**config.mk**
```make
export PLATFORM = sky130hd
export DESIGN_NAME = spi_master_flat
export DESIGN_NICKNAME = d
export VERILOG_FILES = /design/src/rtl/spi_master_if.sv /design/src/rtl/spi_master.sv /design/src/flat_wrapper.sv
export SDC_FILE = /design/constraint.sdc
export NUM_CORES = 1
export LEC_CHECK = 0
export BUFFER_PORTS_ARGS = -buffer_cell sky130_fd_sc_hd__buf_2
export CORE_ASPECT_RATIO = 0.7
export CORE_UTILIZATION = 59
export DETAILED_ROUTE_END_ITERATION = 8
export GPL_ROUTABILITY_DRIVEN = 0
export GPL_TIMING_DRIVEN = 0
export PLACE_DENSITY = 0.84
export SYNTH_ARGS = -nofsm -noshare
export SYNTH_HDL_FRONTEND = slang
export SYNTH_SLANG_ARGS = --single-unit
export TNS_END_PERCENT = 50
```
**constraint.sdc**
```tcl
create_clock -name clk -period 4.45 [get_ports clk]
set_input_delay 0.445 -clock clk [delete_from_list [all_inputs] [get_ports clk]]
set_output_delay 0.445 -clock clk [all_outputs]
set_load 0.03 [all_outputs]
```
**src/rtl/spi_master_if.sv**
```systemverilog
// Host request/response handshake plus SPI pins for spi_master.
interface spi_master_if #(
    parameter int WIDTH = 8
);
    logic             start;
    logic [0:WIDTH-1] mdat;
    logic [0:WIDTH-1] sdat;
    logic             busy;
    logic             done;
    logic             ss;
    logic             sclk;
    logic             mosi;
    logic             miso;

    modport master (
        output start, mdat, miso,
        input  sdat, busy, done, ss, sclk, mosi
    );

    modport slave (
        input  start, mdat, miso,
        output sdat, busy, done, ss, sclk, mosi
    );
endinterface

```
**src/rtl/spi_master.sv**
```systemverilog
// Full-duplex MSB-first SPI initiator with parameterised width, SCLK divider and mode.
//
// state | meaning
// IDLE  | ss high, waiting for start
// SETUP | ss low, first bit on mosi, one half-period before the first edge
// SHIFT | generating the 2*WIDTH sclk edges
// HOLD  | sclk back at idle level, ss still low for one half-period
// GAP   | ss high for one half-period before the next start is accepted
module spi_master #(
    parameter int WIDTH = 8,
    parameter int DIV   = 4,
    parameter bit CPOL  = 1'b0,
    parameter bit CPHA  = 1'b0
) (
    input logic         clk,
    input logic         reset,
    spi_master_if.slave bus
);
    localparam int DW = (DIV > 1) ? $clog2(DIV) : 1;
    localparam int EW = $clog2(2 * WIDTH);
    localparam logic [DW-1:0] DIV_LAST  = DW'(DIV - 1);
    localparam logic [EW-1:0] EDGE_LAST = EW'(2 * WIDTH - 1);

    typedef enum logic [2:0] {IDLE, SETUP, SHIFT, HOLD, GAP} state_t;

    state_t           state_q, state_d;
    logic [DW-1:0]    div_cnt_q, div_cnt_d;
    logic [EW-1:0]    edge_cnt_q, edge_cnt_d;
    logic [0:WIDTH-1] tx_q, tx_d;
    logic [0:WIDTH-1] rx_q, rx_d;
    logic [0:WIDTH-1] sdat_q, sdat_d;
    logic             ss_q, ss_d;
    logic             sclk_q, sclk_d;
    logic             mosi_q, mosi_d;
    logic             busy_q, busy_d;
    logic             done_q, done_d;
    logic             div_wrap;
    logic             do_edge;

    always_comb begin
        state_d    = state_q;
        div_cnt_d  = div_cnt_q;
        edge_cnt_d = edge_cnt_q;
        tx_d       = tx_q;
        rx_d       = rx_q;
        sdat_d     = sdat_q;
        ss_d       = ss_q;
        sclk_d     = sclk_q;
        mosi_d     = mosi_q;
        busy_d     = busy_q;
        done_d     = 1'b0;
        div_wrap   = (div_cnt_q == DIV_LAST);
        do_edge    = 1'b0;

        case (state_q)
            IDLE: begin
                if (bus.start) begin
                    state_d   = SETUP;
                    div_cnt_d = '0;
                    tx_d      = bus.mdat;
                    rx_d      = '0;
                    ss_d      = 1'b0;
                    busy_d    = 1'b1;
                    mosi_d    = bus.mdat[0];
                    sclk_d    = CPOL;
                end
            end
            SETUP, SHIFT: begin
                div_cnt_d = div_wrap ? '0 : div_cnt_q + 1'b1;
                if (div_wrap) begin
                    do_edge    = 1'b1;
                    state_d    = (edge_cnt_q == EDGE_LAST) ? HOLD : SHIFT;
                    edge_cnt_d = (edge_cnt_q == EDGE_LAST) ? '0 : edge_cnt_q + 1'b1;
                end
            end
            HOLD: begin
                div_cnt_d = div_wrap ? '0 : div_cnt_q + 1'b1;
                if (div_wrap) begin
                    state_d = GAP;
                    ss_d    = 1'b1;
                    mosi_d  = 1'b0;
                    sdat_d  = rx_q;
                    done_d  = 1'b1;
                end
            end
            GAP: begin
                div_cnt_d = div_wrap ? '0 : div_cnt_q + 1'b1;
                if (div_wrap) begin
                    state_d = IDLE;
                    busy_d  = 1'b0;
                end
            end
            default: state_d = IDLE;
        endcase

        // Even edge index = leading edge; sample edge parity follows CPHA.
        if (do_edge) begin
            sclk_d = ~sclk_q;
            if (edge_cnt_q[0] == CPHA) begin
                for (int i = 0; i < WIDTH - 1; i++) rx_d[i] = rx_q[i + 1];
                rx_d[WIDTH - 1] = bus.miso;
            end else if (CPHA && edge_cnt_q == '0) begin
                mosi_d = tx_q[0];
            end else if (CPHA || edge_cnt_q != EDGE_LAST) begin
                for (int i = 0; i < WIDTH - 1; i++) tx_d[i] = tx_q[i + 1];
                tx_d[WIDTH - 1] = 1'b0;
                mosi_d = tx_d[0];
            end
        end
    end

    always_ff @(posedge clk) begin
        if (reset) begin
            state_q    <= IDLE;
            div_cnt_q  <= '0;
            edge_cnt_q <= '0;
            tx_q       <= '0;
            rx_q       <= '0;
            sdat_q     <= '0;
            ss_q       <= 1'b1;
            sclk_q     <= CPOL;
            mosi_q     <= 1'b0;
            busy_q     <= 1'b0;
            done_q     <= 1'b0;
        end else begin
            state_q    <= state_d;
            div_cnt_q  <= div_cnt_d;
            edge_cnt_q <= edge_cnt_d;
            tx_q       <= tx_d;
            rx_q       <= rx_d;
            sdat_q     <= sdat_d;
            ss_q       <= ss_d;
            sclk_q     <= sclk_d;
            mosi_q     <= mosi_d;
            busy_q     <= busy_d;
            done_q     <= done_d;
        end
    end

    assign bus.sdat = sdat_q;
    assign bus.ss   = ss_q;
    assign bus.sclk = sclk_q;
    assign bus.mosi = mosi_q;
    assign bus.busy = busy_q;
    assign bus.done = done_q;
endmodule

```
**src/flat_wrapper.sv**
```systemverilog
// flat-port wrapper written by rule: the top's interface ports become plain ports
module spi_master_flat 
#(
    parameter int WIDTH = 8,
    parameter int DIV   = 4,
    parameter bit CPOL  = 1'b0,
    parameter bit CPHA  = 1'b0
)
  (clk, reset, bus_start, bus_mdat, bus_miso, bus_sdat, bus_busy, bus_done, bus_ss, bus_sclk, bus_mosi);
  spi_master_if #(.WIDTH(WIDTH)) bus_i ();
  input logic clk;
  input logic reset;
  input wire logic [$bits(bus_i.start)-1:0] bus_start;
  input wire logic [$bits(bus_i.mdat)-1:0] bus_mdat;
  input wire logic [$bits(bus_i.miso)-1:0] bus_miso;
  output wire logic [$bits(bus_i.sdat)-1:0] bus_sdat;
  output wire logic [$bits(bus_i.busy)-1:0] bus_busy;
  output wire logic [$bits(bus_i.done)-1:0] bus_done;
  output wire logic [$bits(bus_i.ss)-1:0] bus_ss;
  output wire logic [$bits(bus_i.sclk)-1:0] bus_sclk;
  output wire logic [$bits(bus_i.mosi)-1:0] bus_mosi;
  assign bus_i.start = bus_start;
  assign bus_i.mdat = bus_mdat;
  assign bus_i.miso = bus_miso;
  assign bus_sdat = bus_i.sdat;
  assign bus_busy = bus_i.busy;
  assign bus_done = bus_i.done;
  assign bus_ss = bus_i.ss;
  assign bus_sclk = bus_i.sclk;
  assign bus_mosi = bus_i.mosi;
  spi_master #(.WIDTH(WIDTH), .DIV(DIV), .CPOL(CPOL), .CPHA(CPHA)) u_core (.clk(clk), .reset(reset), .bus(bus_i));
endmodule
```
After elaboration in Yosys (flattened, before gate mapping)
Index checks and enable logic that the tools add are counted.
- register bits: 38
- input bits: 12
- output and inout port bits: 13
- $add $sub $neg: 2
- eq/ne operators: 11
- mux-type cells: 35
- bitwise logic cells: 2
- reductions and logical operators: 16
- operators with widths (cell ; number):
    $mux W8 ; 9
    $mux W1 ; 14
    $mux W3 ; 4
    $pmux W3 S4 ; 1
    $reduce_bool A2 Y1 ; 5
    $reduce_and A2 Y1 ; 4
    $eq A3 B2 Y1 const B ; 2
    $ne A2 B1 Y1 const B ; 3
    $pmux W1 S2 ; 3
    $reduce_and A3 Y1 ; 2
    $add A4 B1 Y4 const B ; 1
    $eq A4 B4 Y1 const B ; 1
    $mux W2 ; 2
    $mux W4 ; 1
    $ne A4 B4 Y1 const B ; 1
    $pmux W2 S2 ; 1
    $reduce_and A4 Y1 ; 1
    $reduce_or A2 Y1 ; 2
    $reduce_or A4 Y1 ; 1
    $eq A3 B1 Y1 const B ; 1
    $eq A3 B3 Y1 const B ; 1
    $logic_not A3 Y1 ; 1
    $add A2 B1 Y2 const B ; 1
    $eq A2 B2 Y1 const B ; 1
    other kinds (2) ; 3

Longest topological paths before layout
- depth in word-level cells: 6
- mapped depth: 7

Least setup slack after synthesis
Ideal clock, no wire load.
- path kind: register -> register
- from: register u_core.div_cnt_q[0]
- to: register u_core.ss_q (netlist: u_core.bus.ss)
- arrival: 1.442 ns
- setup slack: 2.889 ns
- cell stages (with the launch flop): 7
- path buffers: 2
- cell sequence: dfxtp_1 ha_1 nor2b_1 buf_2 and3_1 buf_2 a211o_1
- word-level cells in the longest chain between the ends: 3
- RTL lines (item ; line ; RTL):
    start: declaration ; spi_master.sv:27 ; logic [DW-1:0] div_cnt_q, div_cnt_d;
    start signal: assignment ; spi_master.sv:127 ; div_cnt_q <= div_cnt_d;
    $eq A2 B2 Y1 ; spi_master.sv:52 ; div_wrap = (div_cnt_q == DIV_LAST);
    net u_core.div_wrap ; spi_master.sv:37 ; logic div_wrap;
    $ne A2 B1 Y1 (no source line) ; n/a ;
    $reduce_and A3 Y1 (no source line) ; n/a ;
    end signal: assignment ; spi_master.sv:132 ; ss_q <= ss_d;
    end: declaration ; spi_master.sv:32 ; logic ss_q, ss_d;
The timed path passes the listed nets, and every way through them passes these cells.
A chain may end at the register's enable or synchronous reset.

Worst setup path in the final report
- from: register u_core.div_cnt_q[0]
- to: register u_core.sdat_q (netlist bit u_core.bus.sdat[4])
- word-level cells in the longest chain between the ends: 2
- RTL lines (item ; line ; RTL):
    $eq A2 B2 Y1 ; spi_master.sv:52 ;
    net u_core.div_wrap ; spi_master.sv:37 ;
    $reduce_and A2 Y1 (no source line) ; n/a ;
    end signal: assignment ; spi_master.sv:131 ; sdat_q <= sdat_d;
    end: declaration ; spi_master.sv:31 ; logic [0:WIDTH-1] sdat_q, sdat_d;
The timed path passes the listed nets, and every way through them passes these cells.

==> run metrics <==
status finished clean; series of cell instances along the critical path ha_1, nor2b_1, buf_2, nand3_1, nand2_1, a21oi_1; root cell of the clock tree sky130_fd_sc_hd__clkbuf_8; hold slack final 0.390 ns; # port buffers 23; class of the tightest hold or removal check input port to flip-flop; chip height 46.3 µm; number of standard cells in the final layout excluding fillers 246; post-cts resize count 0; critical path launch point type flip-flop; initial antenna violation count 0; Hold Vio Cnt, Final 0; per-cell via count in the routed design 5.73; distinct cell type count after synthesis 37; Slew Limit Headroom 0.618; DRC 0; area fraction in compound gates after synthesis 0.177; starting density of the core 0.649; logic depth of the worst register-to-register path 6; Power Dens Cells 386 mW/mm²; number of flops mapped to enable cells by yosys 0; fraction of synthesis flops using an asynchronous set or reset pin 0; area of the placeable core 0.00255 mm²; cells taking the most area after synthesis sky130_fd_sc_hd__dfxtp_1 45%, sky130_fd_sc_hd__nand2_1 7.3%, sky130_fd_sc_hd__a21oi_1 6.9%; library cell contributing the largest single delay on the critical path sky130_fd_sc_hd__dfxtp_1; most frequent cells after synthesis 37 x sky130_fd_sc_hd__dfxtp_1, 32 x sky130_fd_sc_hd__nand2_1, 23 x sky130_fd_sc_hd__a21oi_1; RSZ-0062 raised after global routing no; Routed wire per std cell 15.1 µm; post-route fraction of the period consumed by the critical path 0.422; number of register bits inferred by synthesis 37; H-tree depth 2; via count of the first global-routing pass 1310; clk slew on worst S/H paths 0.08 ns; most frequent cell after synthesis sky130_fd_sc_hd__dfxtp_1; total setup violations reported at the end of the flow 0; total stage count of the critical path 6; warnings from Yosys 0; chip width 65.3 µm; first-pass GRT wire length 5.82 mm; share of cell area taken by muxes after synthesis 0.0491; IR Drop Worst-Case VDD 251 µV; placed wire-length estimate after detailed placement 2.48 mm; Synth area leader sky130_fd_sc_hd__dfxtp_1; maximum number of pins on one net before global-route repair 14; XOR/XNOR Fraction of Synth Area 0.0272; layout cell share with drive strength beyond 1 0.245; Fmax achieved 533 MHz; post-synthesis area per instance 9.15 µm²; family of cells with the greatest summed delay on the critical path simple AND/OR/NAND/NOR gates; Detailed Route WL 3.71 mm; Max-cap violations 0; required time of the worst setup path 4.62 ns; residual antenna-violating net count after detailed routing 0; post-synthesis instance total 181; total buffers and inverters traversed by the critical path 1; Site Rows 15; final-stage net count 225; Placed Cells incl. Taps 238; synthesized-area fraction occupied by adder cells 0.0151; Hold-fix buffers, CTS 0; Total Negative Setup Slacks 0 ns; critical path data arrival time 2.05 ns; I/O pin cnt 25; nets in the synthesized netlist 195; Skew-Pair Late Insertion Delay 0.30 ns; share of Yosys cell area claimed by the top area cell type 0.447; fraction of the mapped netlist area in simple logic gates 0.239; number of vias in the routed layout 1410; Slew @ Worst Pin 0.573 ns; number of instances on the worst hold path 3; part of the Yosys area used for sequential elements 0.447; area grow syn2layout 17.8%; Slew Limit Fails 0; Fin Clk Skew 0.00730 ns; final period demand of the worst path 1.88 ns; number of buffers created by CTS 5; CTS tree yes; diode insertion count for antenna repair 0; maximum fanout count along the critical path 10; combined area of all synthesized cells 0.00166 mm²; number of violations reported at the end of detailed-routing iteration 0 68; top_reg_cell synth sky130_fd_sc_hd__dfxtp_1; number of buffers on the longest clock path 2; combined global-route utilization of all metal layers 0.271; Worst Setup End Kind flip-flop; Leak 0.771 nW; DR pass1 iterations 4; longest individual stage delay on the worst path 0.41 ns; classification of the worst setup path flip-flop to flip-flop; total die area 0.00303 mm²; dominant combinational cell family by area after synthesis simple AND/OR/NAND/NOR gates; final core utilization 0.765; buffer count from post-CTS setup fixing 0; Remaining Overflow, GRT 0; clock sink total 37
[cell usage in the layout (no fill, tap or decap), types with 4 or more instances in the layout]
cell type / instances
sky130_fd_sc_hd__dfxtp_1: 37
sky130_fd_sc_hd__nand2_1: 32
sky130_fd_sc_hd__buf_2: 26
sky130_fd_sc_hd__a21oi_1: 23
sky130_fd_sc_hd__nor2_1: 13
sky130_fd_sc_hd__nand3b_1: 9
sky130_fd_sc_hd__mux2i_1: 7
sky130_fd_sc_hd__nand3_1: 6
sky130_fd_sc_hd__a211oi_2: 6
sky130_fd_sc_hd__clkbuf_1: 5
sky130_fd_sc_hd__clkbuf_8: 5
sky130_fd_sc_hd__nor3_1: 4
sky130_fd_sc_hd__a211oi_1: 4
[cell families (layout without fill, tap and decap cells)]
kind of cell | after synthesis | in the layout
flops | 37 | 37
buf+inv | 13 | 44
simple gates | 76 | 76
xor+xnor | 3 | 3
mux | 8 | 8
fa+ha+maj | 2 | 2
compound gates | 42 | 42
[report_power, final]
part           leakage [nW]  switching, mW  internal [mW]
registers             0.300        0.00532          0.339
clock network        0.0687          0.127          0.226
logic                 0.401         0.0335         0.0232
[path summary, 6_finish.rpt]
kind                                     from                              end  slack, ns
max          u_core.div_cnt_q[0]$_SDFFE_PP0P_  u_core.bus.sdat[4]$_SDFFE_PP0P_       2.57
min                                  bus_miso        u_core.rx_q[7]$_SDFF_PP0_       0.39
max reg2reg  u_core.div_cnt_q[0]$_SDFFE_PP0P_  u_core.bus.sdat[4]$_SDFFE_PP0P_       2.57
min reg2reg   u_core.bus.sdat[3]$_SDFFE_PP0P_  u_core.bus.sdat[3]$_SDFFE_PP0P_       0.45
[through the flow]
stage	total power [mW]	setup WS, ns	instance area [µm²]
floorplan	0.392	2.89	1660
global placement	0.404	2.73	1810
detailed placement	0.407	2.62	1810
CTS	0.755	2.62	1950
global route	0.774	2.48	1950
finish	0.753	2.57	1950
[final cells by class]
class                           instances  area (µm²)
Sequential cell                        37         741
Clock inverter                          3        68.8
Buffer                                 12        71.3
Clock buffer                            5        68.8
Multi-Input combinational cell        131         841
Timing Repair Buffer                   23         115
Fill cell                             187         601
Tap cell                               34        42.5
Inverter                                1        3.75
[tightest hold or removal path: stages]
cell,delay [ns]
sky130_fd_sc_hd__buf_2,0.09
sky130_fd_sc_hd__nand2_1,0.05
sky130_fd_sc_hd__a21oi_1,0.05
[sequential cells by signal (all words and copies together), names as in the netlist]
register / flops
u_core.bus.sdat: 8
u_core.rx_q: 8
u_core.tx_q: 7
u_core.edge_cnt_q: 4
u_core.state_q: 3
u_core.div_cnt_q: 2
u_core.bus.busy: 1
u_core.bus.done: 1
u_core.bus.mosi: 1
u_core.bus.sclk: 1
u_core.bus.ss: 1
[routing by layer]
layer	vias to the layer above	wire, µm	GRT usage
li1	694	-	-
met1	657	1650	0.322
met2	48	1710	0.460
met3	11	251	0.0693
met4	0	91	0.143
met5	-	0	0
Power figures use the tool's default switching activity.
